[src/rtl/rib_arbiter_n_pkg.sv]
// Shared constants and helpers for the N-master RIB arbiter.
package rib_arbiter_n_pkg;

    // Arbitration modes selectable through the ARB_MODE parameter.
    localparam int unsigned ARB_MODE_FIXED = 0;
    localparam int unsigned ARB_MODE_RR    = 1;

    // Arbiter FSM state encodings.
    localparam logic [0:0] ARB_IDLE     = 1'b0;
    localparam logic [0:0] ARB_WAIT_RSP = 1'b1;

    // Bit width needed to hold values 0..v-1, never less than one bit.
    function automatic int unsigned clog2_min1(input int unsigned v);
        return (v <= 1) ? 1 : $clog2(v);
    endfunction

endpackage

[src/rtl/rib_arbiter_n_rr_arbiter.sv]
// Combinational request picker: first requester scanning from a start index.
// In round-robin mode the scan starts at ptr_i and wraps; otherwise at index 0.
module rr_arbiter #(
    parameter int unsigned N     = 2,
    parameter int unsigned IDX_W = 1
) (
    input  logic [N-1:0]     req_i,
    input  logic [IDX_W-1:0] ptr_i,
    input  logic             rr_mode_i,
    output logic [N-1:0]     gnt_o,
    output logic [IDX_W-1:0] idx_o,
    output logic             valid_o
);

    // Scan the request vector once, from the start index with wrap-around.
    always_comb begin : scan
        int unsigned start;
        int unsigned pos;
        gnt_o   = '0;
        idx_o   = '0;
        valid_o = 1'b0;
        start   = rr_mode_i ? 32'(ptr_i) : 32'd0;
        pos     = 0;
        for (int unsigned k = 0; k < N; k++) begin
            pos = start + k;
            if (pos >= N) begin
                pos = pos - N;
            end
            if (!valid_o && req_i[IDX_W'(pos)]) begin
                valid_o              = 1'b1;
                idx_o                = IDX_W'(pos);
                gnt_o[IDX_W'(pos)]   = 1'b1;
            end
        end
    end

endmodule

[src/rtl/rib_arbiter_n.sv]
// N-master to 1-slave bus arbiter with one outstanding transaction,
// fixed-priority or round-robin selection and a response timeout.
module rib_arbiter_n
    import rib_arbiter_n_pkg::*;
#(
    parameter int unsigned NUM_MASTERS = 2,
    parameter int unsigned ADDR_WIDTH  = 32,
    parameter int unsigned DATA_WIDTH  = 32,
    parameter int unsigned ARB_MODE    = 1,
    parameter int unsigned TIMEOUT     = 256
) (
    input  logic                              clk,
    input  logic                              rst,
    input  logic [NUM_MASTERS-1:0]            m_req_i,
    input  logic [NUM_MASTERS-1:0]            m_we_i,
    input  logic [NUM_MASTERS*ADDR_WIDTH-1:0] m_addr_i,
    input  logic [NUM_MASTERS*DATA_WIDTH-1:0] m_wdata_i,
    output logic [NUM_MASTERS-1:0]            m_gnt_o,
    output logic [NUM_MASTERS-1:0]            m_rvalid_o,
    output logic                              m_err_o,
    output logic [DATA_WIDTH-1:0]             m_rdata_o,
    output logic [NUM_MASTERS-1:0]            hold_o,
    output logic                              s_req_o,
    output logic                              s_we_o,
    output logic [ADDR_WIDTH-1:0]             s_addr_o,
    output logic [DATA_WIDTH-1:0]             s_wdata_o,
    input  logic                              s_gnt_i,
    input  logic                              s_rvalid_i,
    input  logic [DATA_WIDTH-1:0]             s_rdata_i
);

    localparam int unsigned IDX_W = clog2_min1(NUM_MASTERS);
    localparam int unsigned TMO_W = clog2_min1(TIMEOUT + 1);
    localparam logic [TMO_W-1:0] TMO_LAST = TMO_W'(TIMEOUT - 1);
    localparam logic [TMO_W-1:0] TMO_MAX  = '1;
    localparam logic [IDX_W-1:0] IDX_LAST = IDX_W'(NUM_MASTERS - 1);
    localparam logic             RR_EN    = (ARB_MODE == ARB_MODE_RR);

    logic [0:0]       state_q,   state_d;
    logic [IDX_W-1:0] owner_q,   owner_d;
    logic [IDX_W-1:0] rr_ptr_q,  rr_ptr_d;
    logic [TMO_W-1:0] tmo_cnt_q, tmo_cnt_d;

    logic [NUM_MASTERS-1:0] arb_gnt;
    logic [IDX_W-1:0]       arb_idx;
    logic                   arb_valid;

    // Winner selection among current requesters.
    rr_arbiter #(
        .N     (NUM_MASTERS),
        .IDX_W (IDX_W)
    ) u_rr_arbiter (
        .req_i     (m_req_i),
        .ptr_i     (rr_ptr_q),
        .rr_mode_i (RR_EN),
        .gnt_o     (arb_gnt),
        .idx_o     (arb_idx),
        .valid_o   (arb_valid)
    );

    // State, owner, round-robin pointer and timeout counter registers.
    always_ff @(posedge clk or posedge rst) begin
        if (rst) begin
            state_q   <= ARB_IDLE;
            owner_q   <= '0;
            rr_ptr_q  <= '0;
            tmo_cnt_q <= '0;
        end else begin
            state_q   <= state_d;
            owner_q   <= owner_d;
            rr_ptr_q  <= rr_ptr_d;
            tmo_cnt_q <= tmo_cnt_d;
        end
    end

    // Next-state and output decode; all outputs forced low while in reset.
    always_comb begin
        state_d    = state_q;
        owner_d    = owner_q;
        rr_ptr_d   = rr_ptr_q;
        tmo_cnt_d  = tmo_cnt_q;
        m_gnt_o    = '0;
        m_rvalid_o = '0;
        m_err_o    = 1'b0;
        m_rdata_o  = '0;
        hold_o     = '0;
        s_req_o    = 1'b0;
        s_we_o     = 1'b0;
        s_addr_o   = '0;
        s_wdata_o  = '0;

        if (!rst) begin
            case (state_q)
                ARB_IDLE: begin
                    if (arb_valid) begin
                        s_req_o   = 1'b1;
                        s_we_o    = m_we_i[arb_idx];
                        s_addr_o  = m_addr_i[int'(arb_idx)*ADDR_WIDTH +: ADDR_WIDTH];
                        s_wdata_o = m_wdata_i[int'(arb_idx)*DATA_WIDTH +: DATA_WIDTH];
                        if (s_gnt_i) begin
                            m_gnt_o   = arb_gnt;
                            state_d   = ARB_WAIT_RSP;
                            owner_d   = arb_idx;
                            tmo_cnt_d = '0;
                            if (RR_EN) begin
                                rr_ptr_d = (arb_idx == IDX_LAST) ? '0 : arb_idx + IDX_W'(1);
                            end
                        end
                    end
                end
                ARB_WAIT_RSP: begin
                    if (tmo_cnt_q != TMO_MAX) begin
                        tmo_cnt_d = tmo_cnt_q + TMO_W'(1);
                    end
                    if (s_rvalid_i) begin
                        m_rvalid_o[owner_q] = 1'b1;
                        m_rdata_o           = s_rdata_i;
                        state_d             = ARB_IDLE;
                    end else if ((TIMEOUT != 0) && (tmo_cnt_q == TMO_LAST)) begin
                        m_rvalid_o[owner_q] = 1'b1;
                        m_err_o             = 1'b1;
                        state_d             = ARB_IDLE;
                    end
                end
                default: state_d = ARB_IDLE;
            endcase
            hold_o = m_req_i & ~m_gnt_o;
        end
    end

endmodule

[config.mk]
export PLATFORM = sky130hd
export DESIGN_NAME = rib_arbiter_n
export DESIGN_NICKNAME = d
export VERILOG_FILES = /design/src/rtl/rib_arbiter_n_pkg.sv /design/src/rtl/rib_arbiter_n_rr_arbiter.sv /design/src/rtl/rib_arbiter_n.sv
export SDC_FILE = /design/constraint.sdc
export NUM_CORES = 1
export LEC_CHECK = 0
export BUFFER_PORTS_ARGS = -buffer_cell sky130_fd_sc_hd__buf_2
export CORE_AREA = 5 5 103 105
export CTS_CLUSTER_SIZE = 24
export DETAILED_ROUTE_END_ITERATION = 8
export DIE_AREA = 0 0 108 110
export PLACE_DENSITY = 0.67
export SYNTH_ARGS = -nofsm -noshare
export SYNTH_HDL_FRONTEND = slang
export SYNTH_HIERARCHICAL = 1
export SYNTH_SLANG_ARGS = --single-unit
export TNS_END_PERCENT = 20
[constraint.sdc]
create_clock -name clk -period 1.9 [get_ports clk]
set_input_delay 0.19 -clock clk [delete_from_list [all_inputs] [get_ports clk]]
set_output_delay 0.19 -clock clk [all_outputs]
set_load 0.1 [all_outputs]
# Yosys cells after proc, flatten, opt, wreduce, memory -nomap -nowiden

Index checks and enable logic that the tools add are counted.

Add/subtract/negate cells: 5
Reduce and logical (&&, ||, !) cells: 7
Magnitude comparators: 9
Shift operators: 2
Bitwise logic cells: 5
Equal/unequal tests: 5
Muxes and demuxes: 59

Operators by type and width:

| cell                                                                         | count |
|---|---|
| 32-bit two-way mux                                                           | 9 |
| 64-bit by 7-bit variable part select with 32-bit output                      | 2 |
| 1-bit two-way mux                                                            | 30 |
| 9-bit two-way mux                                                            | 3 |
| 2-bit two-way mux                                                            | 12 |
| 9-bit case mux with 2 select lines                                           | 1 |
| 9-bit by 1-bit adder with 9-bit output, second input constant                | 1 |
| 9-bit by 8-bit equality test with 1-bit output, second input constant        | 1 |
| 9-bit != test, second input constant                                         | 1 |
| 1-bit by 2-bit less-than comparator with 1-bit output, second input constant | 4 |
| 4-bit AND reduction                                                          | 2 |
| 1-bit logical AND                                                            | 4 |
| 2-bit != test, second input constant                                         | 2 |
| 1-bit demux with 1-bit select                                                | 3 |
| 1-bit >= comparator, second input constant                                   | 3 |
| 1-bit by 1-bit adder with 2-bit output, second input constant                | 1 |
| 2-bit AND                                                                    | 1 |
| 1-bit by 2-bit >= comparator with 1-bit output, second input constant        | 1 |
| 2-bit >= comparator, second input constant                                   | 1 |
| 2-bit by 1-bit != test with 1-bit output, second input constant              | 1 |
| 1-bit inverter                                                               | 2 |
| 2-bit inverter                                                               | 1 |
| 2-bit OR                                                                     | 1 |
| 1-bit case mux with 2 select lines                                           | 1 |
| other kinds (3)                                                              | 4 |

Logic and storage cells: 96
Output and inout port bits: 105
Register bits after elaboration: 12

# Longest topological paths before layout

Depth after elaboration: 16
Mapped depth: 9

# By module

Netlist, hierarchy kept.

By module, submodules not included:

| module        | instances | cells an instance | area an instance (µm²) |
|---|---|---|---|
| rib_arbiter_n | 1         | 263               | 1906.8 |
| rr_arbiter    | 1         | 6                 | 35.0 |

# Least setup slack after synthesis

No wires, ideal clock.

Path kind: register to output
From: reg tmo_cnt_q[0]
To: out m_rvalid_o[1]
Slack: -2.355 ns
Buffers on the path: 0
Data required time: 1.710 ns
Arrival: 4.065 ns
Cell stages (with the launch flop): 7
Cells stage by stage: dfrtp_1 > ha_1 > nand3_1 > nor2_1 > ha_1 > nor2_1 > nor4b_1

Longest elaborated chain between the ends: 5

RTL lines:

| what                                           | line                 | text |
|---|---|---|
| start, declared                                | rib_arbiter_n.sv:42  | `logic [TMO_W-1:0] tmo_cnt_q, tmo_cnt_d;` |
| start signal, assigned                         | rib_arbiter_n.sv:72  | `tmo_cnt_q <= tmo_cnt_d;` |
| 9-bit by 8-bit equality test with 1-bit output | rib_arbiter_n.sv:119 | `end else if ((TIMEOUT != 0) && (tmo_cnt_q == TMO_LAST)) begin` |
| 2-bit two-way mux                              | rib_arbiter_n.sv:119 |  |
| 2-bit two-way mux                              | rib_arbiter_n.sv:115 | `if (s_rvalid_i) begin` |
| 2-bit two-way mux                              | rib_arbiter_n.sv:93  | `case (state_q)` |
| 2-bit two-way mux                              | rib_arbiter_n.sv:92  | `if (!rst) begin` |
| end, declared                                  | rib_arbiter_n.sv:19  | `output logic [NUM_MASTERS-1:0] m_rvalid_o,` |

Every way passes these cells.

# Worst setup path after layout

From: reg tmo_cnt_q[0]
To: reg tmo_cnt_q[2]

Longest elaborated chain between the ends: 3
Elaborated cells between the ends (all ways): 6
Classes of those cells: add/sub: 1; eq/ne: 2; mux: 2; reduce/logical: 1

RTL lines:

| what                                                                          | line |
|---|---|
| 9-bit by 1-bit adder with 9-bit output or 9-bit != test (tied branches)       | rib_arbiter_n.sv:113, rib_arbiter_n.sv:112 |
| 9-bit two-way mux or 2-bit by 1-bit != test with 1-bit output (tied branches) | -- |
| 9-bit case mux with 2 select lines or 4-bit AND reduction (tied branches)     | -- |

Several ways; a longest one is shown, not always the timed one. The select of a mux whose other input is x is not followed.
A chain may end at the register's enable or synchronous reset.

==> results summary <==
The tightest hold margin came out at 0.0834 ns. The worst endpoint required time came out at around 2.0 ns. The core outline area came out at around 0.0095 mm^2. After filler insertion, the fill cell instance count of the layout stands at roughly 680. The final setup violation count is 70. The later-pin clock latency in the skew report is 0.25 ns.

The wire length per cell after detailed routing came out at 18.5 um. Setup repair after global routing could not meet its margin everywhere. The tightest min-delay check is of the in -> async type. In the final layout, the share of cells above drive strength 1 is 76.8%. The register area is 300 um^2.

The run finished, with violations left. The number of hold violations in the final report came out at 0. The leakage power of the design came out at between 2 and 3 nW. The via density per instance came out at about 4.6. The sort of element at the end of the critical path is a flip-flop.

The overall die area is 0.0119 mm^2. The maximum level of the CTS H-tree is 1. The final cycle utilization of the critical path came out at 108%. The final worst clock skew came out at 0.00250 ns. The clock-pin slew on the worst setup and hold paths came out at 0.06 ns. The number of pins exceeding their max-slew limit in the final report is 0.

The type of the worst setup path is reg -> reg. The maximum resistive drop on vdd is 0.362 mV. The global-route usage over all layers is 19.0%.

The number of flops mapped to enable cells by yosys is 0. The number of violations of the max-capacitance limit is 0. The power per unit of standard cell area came out at 571 mW/mm^2. The wire length of the first global-routing pass is 18.0 mm. The die is 110 um tall.

For this run, the leading register cell type out of synthesis is dfrtp_1. The fraction of the yosys area taken by sequential cells is 15.5%. The final RePlAce weighted congestion came out at 0.785. The worst endpoint data arrival time came out at 2.17 ns.

Summed over all layers, the routed wires come to approximately 13 mm. The area growth from synthesis to layout is 224%. The total number of placement rows came out at 36. The maximum number of pins on one net before global-route repair came out at 33. The remaining global-route overflow came out at 0. The CTS sink count came out at 12. In this run the clock root is driven by a clkbuf_8.

The number of global-route vias before repair came out at 3,515. The number of antenna violations at the first check in global routing is 2. After clock tree synthesis, the flow added hold-fix buffers numbering 0. The number of synthesized register bits is 12. The multi-input combinational cell area came out at 0.00221 mm^2.

In the final design database the tool counted 745 nets. Measured against its own limit, the worst slew margin works out to 61.9%. The number of placed I/O pins is 273. The post-layout utilization of the core came out at 65.8%. The total vias in the final route is 3,292.

The number of detailed-route iterations in the first pass came out at 4. The number of distinct library cells after synthesis is 33. In this run the tool buffered the top-level ports with 272 buffer cells. For this run, the top clock speed supported by timing is ~490 MHz. The netlist area before placement came out at 0.00194 mm^2. For the pin with the worst max-slew slack, the measured transition is 0.569 ns. The minimum clock period came out at 2.05 ns.

The final total negative setup slack came out at -4.72 ns. Measured along the x axis, the die boundary spans 108 um. The count of routing violations after the opening detailed-route iteration is 197. The number of clock buffers inserted by TritonCTS is 3. Synthesis produced 269 cells. The initial core utilization is 20.3%. The number of routed nets with antenna violations is 0. The nature of the critical path startpoint is a flip-flop. The total power of the final layout came out at 3.59 mW. The synthesized area per cell is about 7.2 um^2.

TritonCTS built the clock tree. The deepest clock path buffer count came out at 2. The final reports fail on setup timing. The final worst slack is -0.152 ns. In the synthesized netlist the async set-or-reset flop fraction comes to 100%. Along the worst path, the maximum fanout reaches 7. In the routed design, unresolved DRC markers number 0. The detailed placement HPWL came out at just over 10 mm. The synthesis warning total is 6.
metal layers:
metal	vias to the layer above	GRT usage, %	part of all wire [%]
met4	0	6.67	3.7
met1	1508	19.6	32
met5	-	0	0
li1	1517	-	-
met2	226	36.5	54
met3	41	5.71	10
state kept, by name, summed over array words and instances, names as in the netlist:
name,count
owner_q,1
state_q,1
tmo_cnt_q,9
rr_ptr_q,1
synthesized netlist by cell type, types with 4 or more instances:
cell type	n	area share, %
and2_1	34	11
buf_1	4	0.77
buf_2	9	2.3
clkbuf_1	7	1.4
dfrtp_1	12	15
inv_1	8	1.5
mux2i_1	68	35
nand2_1	15	2.9
nand3_1	7	1.8
nor2_1	67	13
cell families (layout without fill, tap and decap cells):
| kind of cell | count (synthesis) | after routing | share of synthesized area [%] |
|---|---|---|---|
| buf+inv | 30 | 333 | 6.83 |
| simple gates | 139 | 139 | 34.8 |
| flops | 12 | 12 | 15.5 |
| fa+ha+maj | 3 | 3 | 1.93 |
| other cells | 1 | 4 | 0.193 |
| compound gates | 16 | 16 | 5.73 |
| mux | 68 | 68 | 35.1 |
layout make-up:
| type | instances | share of cell area (%) |
|---|---|---|
| timing repair buffer | 321 | 55.9 |
| inverter | 8 | 0.538 |
| multi-input combinational | 228 | 35.2 |
| sequential | 12 | 4.78 |
| clock buffer | 4 | 0.876 |
| antenna | 2 | 0.0796 |
| tap | 133 | 2.65 |
critical path: stages, from the launching register on:
cell and delay (ns):
dfrtp_1 0.41, ha_4 0.19, nand3_4 0.07, nor2_4 0.04, ha_2 0.16, or3b_4 0.42
buf_6 0.15, buf_4 0.13, o211ai_1 0.23, nand2_1 0.11
metrics by stage:
| step | instances | area, um^2 | setup WS (ns) |
|---|---|---|---|
| CTS | 694 | 5930 | -0.154 |
| finish | 708 | 6280 | -0.152 |
| global placement | 681 | 5560 | -0.0978 |
| floorplan | 270 | 2270 | -0.442 |
| global route | 708 | 6280 | -0.226 |
| detailed placement | 681 | 5560 | -0.181 |
report_power, final:
part,total [mW],switching (mW),internal (mW),leakage [nW]
Sequential,0.331,0.0421,0.289,0.160
Clock,0.285,0.102,0.184,0.0288
Combinational,2.97,1.79,1.19,2.56
timing repair:
action / in CTS / in global routing
cloned: 0 / 3
pin swaps: 7 / 11
hold endpoints to repair: 0 / 0
gates resized for setup: 52 / 37
buffers inserted: 9 / 9
setup endpoints to repair: 101 / 84
path summary, 6_finish.rpt:
kind,start,end,slack [ns],depth (start not counted)
max in group asynchronous,rst,tmo_cnt_q[4],1.68,3
min in group clk,s_rvalid_i,state_q,0.45,4
worst min register to register,tmo_cnt_q[6],tmo_cnt_q[6],0.56,2
worst max-delay path,tmo_cnt_q[0],tmo_cnt_q[2],-0.15,9
worst max register to register,tmo_cnt_q[0],tmo_cnt_q[2],-0.15,9
worst min-delay path,rst,owner_q,0.08,3
layout by cell type, fill, tap and decap left out, types with 3 or more instances in the layout:
cell,n
o211ai_1,3
or4_1,3
nand2_1,14
mux2i_4,19
nor2_2,46
and2_1,34
buf_6,7
clkbuf_16,3
dfrtp_1,12
buf_4,29
buf_2,167
mux2i_2,10
nand3_1,4
inv_1,6
buf_12,113
nor2_4,21
clkbuf_8,4
mux2i_1,39
Power figures use the tool's default switching activity.
